<file path="config.mk">
export PLATFORM = sky130hd
export DESIGN_NAME = systolic_mac_array
export DESIGN_NICKNAME = d
export VERILOG_FILES = /design/src/rtl/systolic_pkg.sv /design/src/rtl/systolic_pe.sv /design/src/rtl/systolic_mac_array.sv
export SDC_FILE = /design/constraint.sdc
export NUM_CORES = 2
export LEC_CHECK = 0
export CORE_UTILIZATION = 50
export DETAILED_ROUTE_END_ITERATION = 8
export PLACE_DENSITY = 0.65
export SETUP_SLACK_MARGIN = 0.1
export SKIP_CTS_REPAIR_TIMING = 1
export SYNTH_ARGS = -nofsm -noshare
export SYNTH_HDL_FRONTEND = slang
export SYNTH_HIERARCHICAL = 1
export SYNTH_SLANG_ARGS = --single-unit
</file>
<file path="constraint.sdc">
create_clock -name clk -period 14.7 [get_ports clk]
set_input_delay 2.94 -clock clk [delete_from_list [all_inputs] [get_ports clk]]
set_output_delay 2.94 -clock clk [all_outputs]
set_load 0.03 [all_outputs]
</file>
<file path="src/rtl/systolic_pkg.sv">
// Shared types and helpers for the systolic MAC array.
// MAC_SATURATE_EN selects clamping instead of wrap when narrowing results.
package systolic_pkg;

  typedef enum logic [1:0] {
    IDLE,
    COMPUTE,
    FLUSH,
    DRAIN
  } sa_state_t;

  localparam int COUNT_W = 8;
  localparam int MAX_W   = 64;

  // Shift then narrow to dw bits (clamp or wrap); result is sign-extended.
  function automatic logic signed [MAX_W-1:0] narrow(
    input logic signed [MAX_W-1:0] acc,
    input int                      shift,
    input int                      dw
  );
    logic signed [MAX_W-1:0] s;
`ifdef MAC_SATURATE_EN
    logic signed [MAX_W-1:0] hi;
    logic signed [MAX_W-1:0] lo;
`endif
    s = acc >>> shift;
`ifdef MAC_SATURATE_EN
    hi = (64'sd1 <<< (dw - 1)) - 64'sd1;
    lo = -hi - 64'sd1;
    if (s > hi) s = hi;
    else if (s < lo) s = lo;
`else
    s = s <<< (MAX_W - dw);
    s = s >>> (MAX_W - dw);
`endif
    return s;
  endfunction

endpackage

</file>
<file path="src/rtl/systolic_pe.sv">
// One output-stationary MAC cell of the systolic grid.
// Pass-through a/b registers plus a wrapping accumulator.
module systolic_pe
  import systolic_pkg::*;
#(
  parameter int DW = 16,
  parameter int AW = 40
) (
  input  logic                 clk,
  input  logic                 rstn,
  input  logic                 en,
  input  logic                 clr,
  input  logic signed [DW-1:0] a_in,
  input  logic signed [DW-1:0] b_in,
  output logic signed [DW-1:0] a_q,
  output logic signed [DW-1:0] b_q,
  output logic signed [AW-1:0] acc
);

  logic signed [2*DW-1:0] prod;
  logic signed [AW-1:0]   prod_x;

  assign prod   = a_in * b_in;
  assign prod_x = AW'(prod);

  // Shift operands onward and accumulate; clr restarts the sum.
  always_ff @(posedge clk or negedge rstn) begin
    if (!rstn) begin
      a_q <= '0;
      b_q <= '0;
      acc <= '0;
    end else if (en) begin
      a_q <= a_in;
      b_q <= b_in;
      acc <= clr ? prod_x : acc + prod_x;
    end
  end

endmodule

</file>
<file path="src/rtl/systolic_mac_array.sv">
// Output-stationary NxN signed MAC grid with row-wise result drain.
// MAC_SATURATE_EN: clamp results instead of two's-complement wrap.
module systolic_mac_array
  import systolic_pkg::*;
#(
  parameter int MATRIX_SIZE = 2,
  parameter int DATA_WIDTH  = 16,
  parameter int ACC_WIDTH   = 40,
  parameter int OUT_SHIFT   = 0
) (
  input  logic                                   clk,
  input  logic                                   rstn,
  input  logic [MATRIX_SIZE-1:0][DATA_WIDTH-1:0] w_lanes,
  input  logic                                   w_valid,
  input  logic [MATRIX_SIZE-1:0][DATA_WIDTH-1:0] a_lanes,
  input  logic                                   a_valid,
  output logic                                   beat_ready,
  output logic                                   busy,
  output logic [MATRIX_SIZE-1:0][DATA_WIDTH-1:0] res_row,
  output logic [7:0]                             res_idx,
  output logic                                   res_valid,
  input  logic                                   res_ready,
  output logic                                   err_misalign
);

  localparam int N  = MATRIX_SIZE;
  localparam int DW = DATA_WIDTH;
  localparam int AW = ACC_WIDTH;
  localparam int IW = (N > 1) ? $clog2(N) : 1;
  localparam int LAST_BEAT = 2 * N - 1;

  sa_state_t state_q, state_d;
  logic [COUNT_W-1:0] beat_cnt_q, beat_cnt_d;
  logic [COUNT_W-1:0] flush_cnt_q, flush_cnt_d;
  logic [7:0] row_q, row_d;
  logic err_q;

  logic beat, mis, adv, clr, flushing;

  logic signed [DW-1:0] a_edge [N];
  logic signed [DW-1:0] b_edge [N];
  logic signed [DW-1:0] a_q [N][N];
  logic signed [DW-1:0] b_q [N][N];
  logic signed [AW-1:0] acc [N][N];

  assign flushing   = (state_q == FLUSH);
  assign beat_ready = rstn &&
    ((state_q == IDLE) || (state_q == COMPUTE));
  assign busy       = (state_q != IDLE);
  assign res_valid  = (state_q == DRAIN);
  assign res_idx    = row_q;
  assign err_misalign = err_q;

  assign beat = w_valid && a_valid && beat_ready;
  assign mis  = (w_valid ^ a_valid) && beat_ready;
  assign adv  = beat || flushing;
  assign clr  = beat && (state_q == IDLE);

  for (genvar i = 0; i < N; i++) begin : g_edge
    assign a_edge[i] = flushing ? '0 : a_lanes[i];
    assign b_edge[i] = flushing ? '0 : w_lanes[i];
  end

  for (genvar r = 0; r < N; r++) begin : g_row
    for (genvar c = 0; c < N; c++) begin : g_col
      logic signed [DW-1:0] a_in;
      logic signed [DW-1:0] b_in;
      if (c == 0) begin : g_al
        assign a_in = a_edge[r];
      end else begin : g_ai
        assign a_in = a_q[r][c-1];
      end
      if (r == 0) begin : g_bt
        assign b_in = b_edge[c];
      end else begin : g_bi
        assign b_in = b_q[r-1][c];
      end
      systolic_pe #(
        .DW(DW),
        .AW(AW)
      ) u_pe (
        .clk (clk),
        .rstn(rstn),
        .en  (adv),
        .clr (clr),
        .a_in(a_in),
        .b_in(b_in),
        .a_q (a_q[r][c]),
        .b_q (b_q[r][c]),
        .acc (acc[r][c])
      );
    end
  end

  // Present the selected accumulator row, narrowed, while draining.
  always_comb begin
    res_row = '0;
    if (state_q == DRAIN) begin
      for (int c = 0; c < N; c++) begin
        res_row[c] = DW'(narrow(
          MAX_W'(acc[row_q[IW-1:0]][c]), OUT_SHIFT, DW));
      end
    end
  end

  // Sequencer next state: beat count, flush length, drain row.
  always_comb begin
    state_d     = state_q;
    beat_cnt_d  = beat_cnt_q;
    flush_cnt_d = flush_cnt_q;
    row_d       = row_q;
    unique case (state_q)
      IDLE: begin
        if (beat) begin
          state_d    = COMPUTE;
          beat_cnt_d = COUNT_W'(1);
        end
      end
      COMPUTE: begin
        if (beat) begin
          if (beat_cnt_q == COUNT_W'(LAST_BEAT - 1)) begin
            state_d     = FLUSH;
            beat_cnt_d  = '0;
            flush_cnt_d = '0;
          end else begin
            beat_cnt_d = beat_cnt_q + COUNT_W'(1);
          end
        end
      end
      FLUSH: begin
        if (flush_cnt_q == COUNT_W'(N - 2)) begin
          state_d     = DRAIN;
          flush_cnt_d = '0;
        end else begin
          flush_cnt_d = flush_cnt_q + COUNT_W'(1);
        end
      end
      DRAIN: begin
        if (res_ready) begin
          if (row_q == 8'(N - 1)) begin
            state_d = IDLE;
            row_d   = '0;
          end else begin
            row_d = row_q + 8'd1;
          end
        end
      end
      default: state_d = IDLE;
    endcase
  end

  // Sequencer registers and sticky misalignment flag.
  always_ff @(posedge clk or negedge rstn) begin
    if (!rstn) begin
      state_q     <= IDLE;
      beat_cnt_q  <= '0;
      flush_cnt_q <= '0;
      row_q       <= '0;
      err_q       <= 1'b0;
    end else begin
      state_q     <= state_d;
      beat_cnt_q  <= beat_cnt_d;
      flush_cnt_q <= flush_cnt_d;
      row_q       <= row_d;
      if (mis) err_q <= 1'b1;
    end
  end

endmodule

</file>
# [Word level (Yosys, flattened, before mapping)]
# Index checks and enable logic that the tools add are counted.
# Widths: inputs -> output; s select.
[totals] regBits=251 out_inout_bits=44 word_cells=82 inputBits=69
[op_classes] n_bitwise=2 magnitude_cmp=1 reduce_logical=16 addsub=7 n_mux=28 mul=4 n_eq_ne=11
[ops] operator="$mux 56" count=3
[ops] operator="$add 40x32->40" count=4
[ops] operator="$mux 40" count=4
[ops] operator="$mul 16x16->32" count=4
[ops] operator="$mux 16" count=4
[ops] operator="$mux 8" count=7
[ops] operator="$mux 32" count=1
[ops] operator="$pmux 8 s2" count=2
[ops] operator="$add 8x1->8 const B" count=3
[ops] operator="$mux 2" count=6
[ops] operator="$eq 8x1->1 const B" count=1
[ops] operator="$eq 8x2->1 const B" count=1
[ops] operator="$logic_not 8->1" count=1
[ops] operator="$ne 2x1->1 const B" count=4
[ops] operator="$pmux 2 s4" count=1
[ops] operator="$reduce_and 3->1" count=2
[ops] operator="$reduce_and 6->1" count=1
[ops] operator="$reduce_bool 2->1" count=3
[ops] operator="$logic_and 1x1->1" count=5
[ops] operator="$eq 2x2->1 const B" count=2
[ops] operator="$ne 2x2->1 const B" count=2
[ops] operator="$eq 2x1->1 const B" count=1
[ops] operator="$ge 2x2->1 const B" count=1
[ops] operator="$logic_not 2->1" count=1
[ops] operator="4 further kinds" count=5

# [Logic depth before layout (Yosys ltp)]
[depth] word_depth=6 mapped_depth=35

# [Cells and area by module]
# The synthesis kept the hierarchy.
[modules_own_cells] module="systolic_pe (g_row[0].g_col[0].u_pe)" seq_area_each_um2=1801.7 cells_each=1678 area_per_inst_um2=15177.1 n_inst=1
[modules_own_cells] module="systolic_pe (g_row[0].g_col[1].u_pe)" seq_area_each_um2=1801.7 cells_each=1655 area_per_inst_um2=15004.4 n_inst=1
[modules_own_cells] module="systolic_pe (g_row[1].g_col[1].u_pe)" seq_area_each_um2=1801.7 cells_each=1628 area_per_inst_um2=14889.3 n_inst=1
[modules_own_cells] module="systolic_pe (g_row[1].g_col[0].u_pe)" seq_area_each_um2=1801.7 cells_each=1594 area_per_inst_um2=14610.3 n_inst=1
[modules_own_cells] module="systolic_mac_array" seq_area_each_um2=675.6 cells_each=307 area_per_inst_um2=2570.0 n_inst=1

# [Worst setup path after synthesis]
# OpenSTA, ideal clock, no wires.
[synth_path] path_type="in2reg" from="in a_lanes[15] in the netlist's numbering" to="reg g_row[0].g_col[0].u_pe.acc[39]" stages=31 n_path_buf=3 arrival_time_ns=11.136 setup_slack_ns=3.495 cell_sequence="nor2b_1 -> clkbuf_1 -> nand2_1 -> fa_1 -> inv_1 -> fa_1 -> fa_1 -> fa_1 -> fa_1 -> inv_1 -> fa_1 -> inv_1 -> ha_1 -> a21o_1 -> a21o_1 -> a21oi_1 -> o21ai_0 -> a211o_1 -> and3_4 -> buf_6 -> nor2_1 -> ha_1 -> clkbuf_1 -> o21ai_0 -> nor2_1 -> or4_1 -> o21ai_1 -> o21ai_0 -> mux2i_1 -> a211o_1 -> nand3_1"
[synth_via] elab_chain_cells=4
[synth_rtl] element="start: declaration" line="systolic_mac_array.sv:15" rtl="input logic [MATRIX_SIZE-1:0][DATA_WIDTH-1:0] a_lanes,"
[synth_rtl] element="$mux 16 (*)" line="systolic_mac_array.sv:60" rtl="assign a_edge[i] = flushing ? '0 : a_lanes[i];"
[synth_rtl] element="$mul 16x16->32 (*)" line="systolic_pe.sv:23" rtl="assign prod = a_in * b_in;"
[synth_rtl] element="$add 40x32->40" line="systolic_pe.sv:35" rtl="acc <= clr ? prod_x : acc + prod_x;"
[synth_rtl] element="$mux 40 (*)" line="systolic_pe.sv:35"
[synth_rtl] element="end signal: assignment" line="systolic_pe.sv:35"
[synth_rtl] element="end: declaration" line="systolic_pe.sv:17" rtl="output logic signed [AW-1:0] acc"
# Every way passes the cells marked *; elsewhere a longest branch is shown, timed or not.
# A chain may end at the register's enable or synchronous reset.

# [Final worst setup path]
[layout_path] from="in a_lanes[17] in the netlist's numbering" to="reg g_row[1].g_col[0].u_pe.acc[15]"
[layout_via] elab_chain_cells=4
[layout_rtl] element="$mux 16 (*)" line="systolic_mac_array.sv:60"
[layout_rtl] element="net g_row[1].g_col[0].a_in[1]" line="systolic_mac_array.sv:66" rtl="logic signed [DW-1:0] a_in;"
[layout_rtl] element="$mul 16x16->32 (*)" line="systolic_pe.sv:23"
[layout_rtl] element="$add 40x32->40" line="systolic_pe.sv:35"
[layout_rtl] element="$mux 40 (*)" line="systolic_pe.sv:35"
[layout_rtl] element="end signal: assignment" line="systolic_pe.sv:35"
[layout_rtl] element="end: declaration" line="systolic_pe.sv:17"
# The timed path passes the listed nets; every way through them passes the cells marked *.

==> flow_summary.toml <==
[yosys]
netlist_instances = 3249
yosysWarningCount = 6
synthesis.nets = 4022
syn_area_um2 = 28130
syn_avg_cell_area_um2 = 8.657

[clock_network]
clockBufferDepth = 2
clk_pin_slew_ns = 0.08
clock-sinks = 155
cts_tree = "built"
cts_root_buf = "clkbuf_16"
cts_made_buffers = 17
htreeDepth = 4
clk_latency_ns = 0.50

[global_route]
grt_max_degree = 94
groute.usage.overall_pct = 24.50
grt_pass1_vias = 21860
antenna_found_initial = 0
gr-total-overflow = 0
grt_pass1_wl_um = 110600

[place]
portBuffers = 112
gp_congestion = 0.9227
hpwl_um = 53210

[sta]
period_share_pct = 68.19
hold_viol_final = 0
fmax_mhz = 99.75
fin_setup_tns_ns = 0
holdWs_ns = 0.4629
period_minus_slack_ns = 10.02
worstMarginPinSlew_ns = 1.358
finClkSkew_ns = 0.01466
slew_headroom_pct = 9.282
rsz0062_at_grt = "false"
slew_viol_final = 0
finalSetupViolations = 0

[floorplanning]
start_util_pct = 50.86
die_w_um = 239.2
die-area_um2 = 57210
fp.dieH_um = 239.2
pin_count = 113
rows = 86
coreArea_um2 = 55310

[run_status]
violations = "design-rule violations"
outcome = "complete, but fails checks"

[worst_setup_path]
cp.required_ns = 15.04
path_max_fanout = 16
slowest_delay_ns = 1.07
r2r_cells = 29
crit_buf_inv = 3
cp-end-kind = "flop"
r2r-start = "state_q[0]"
reg2reg_slack_ns = 6.51
crit_type = "in2reg"
crit_family = "adder cells"
rr_endpoint = "g_row[1].g_col[0].u_pe/acc[15]"
slowest_stage = "nor2b_1"
arrival_ns = 10.37
cpMostUsedCell = "fa_1"
worst_setup_path_start_kind = "primary input"

[finish]
antennaDiodeCount = 0
fillers = 5141
final_util_pct = 54.17
final_cell_mix = "inv_1 (596), fa_1 (380), ha_1 (323)"
syn2layout_area_growth_pct = 6.521
drive_above_1_share_pct = 4.723
fin_nets = 3936
layout_commonest_cell = "inv_1"

[worst_hold_path]
hold_class = "reg2reg"
min_to = "err_misalign"
hold_path_depth = 1
hold_start = "err_misalign"

[detailed_routing]
drtPass1Iterations = 9
drtIter0Drc = 988
antenna_left = 0
drc = 4
via_per_inst = 5.283
routed_wl_um = 66560
vias = 20730
routedWlPerCell_um = 16.96

[run]
drv_cap = 0
[registers in the layout (all words and copies together) (netlist names)]
register	count
beat_cnt_q	8
g_row.g_col.u_pe/a_q	32
err_misalign	1
g_row.g_col.u_pe/acc	64
g_row.g_col.u_pe/b_q	32
state_q	2
res_idx	8
flush_cnt_q	8
[worst max-delay path by stage]
stage / endpoint / depth (start not counted) / slack, ns / from
global route: g_row[1].g_col[0].u_pe/acc[15] / 28 / 4.10 / a_lanes[17]
CTS: g_row[1].g_col[0].u_pe/acc[15] / 29 / 4.85 / a_lanes[18]
detailed placement: g_row[1].g_col[0].u_pe/acc[15] / 27 / 4.31 / a_lanes[17]
finish: g_row[1].g_col[0].u_pe/acc[15] / 27 / 4.68 / a_lanes[17]
global placement: g_row[1].g_col[0].u_pe/acc[15] / 29 / 4.40 / a_lanes[18]
floorplan: g_row[0].g_col[0].u_pe/acc[14] / 25 / 5.77 / a_lanes[0]
[per-stage QoR]
step | worst slack, ns | instance area (µm²) | instances
after floorplan | 5.768 | 28130 | 3249
after global placement | 4.395 | 29410 | 3892
after detailed placement | 4.313 | 29410 | 3892
after CTS | 4.848 | 29960 | 3924
after global routing | 4.103 | 29960 | 3924
final | 4.675 | 29960 | 3924
[per-layer routing]
metal | vias up | global-route usage, % | part of all wire (%)
li1 | 9772 | - | -
met1 | 10470 | 31.42 | 44
met3 | 92 | 3.527 | 3.6
met4 | 0 | 7.887 | 2.4
met2 | 399 | 42.42 | 50
met5 | - | 0 | 0
[final cells by class]
type | instances | area [µm²] | area share (%)
clock buffers | 19 | 442.9 | 1.478
clock inverters | 13 | 106.4 | 0.3550
inverters | 597 | 2241 | 7.479
multi-input cells | 2263 | 21110 | 70.44
flip-flops and latches | 155 | 3880 | 12.95
well taps | 748 | 935.9 | 3.124
repair buffers | 129 | 1250 | 4.172
Power is not shown: default switching activity piles up to over one toggle a cycle in this logic, so the estimate is an artifact.
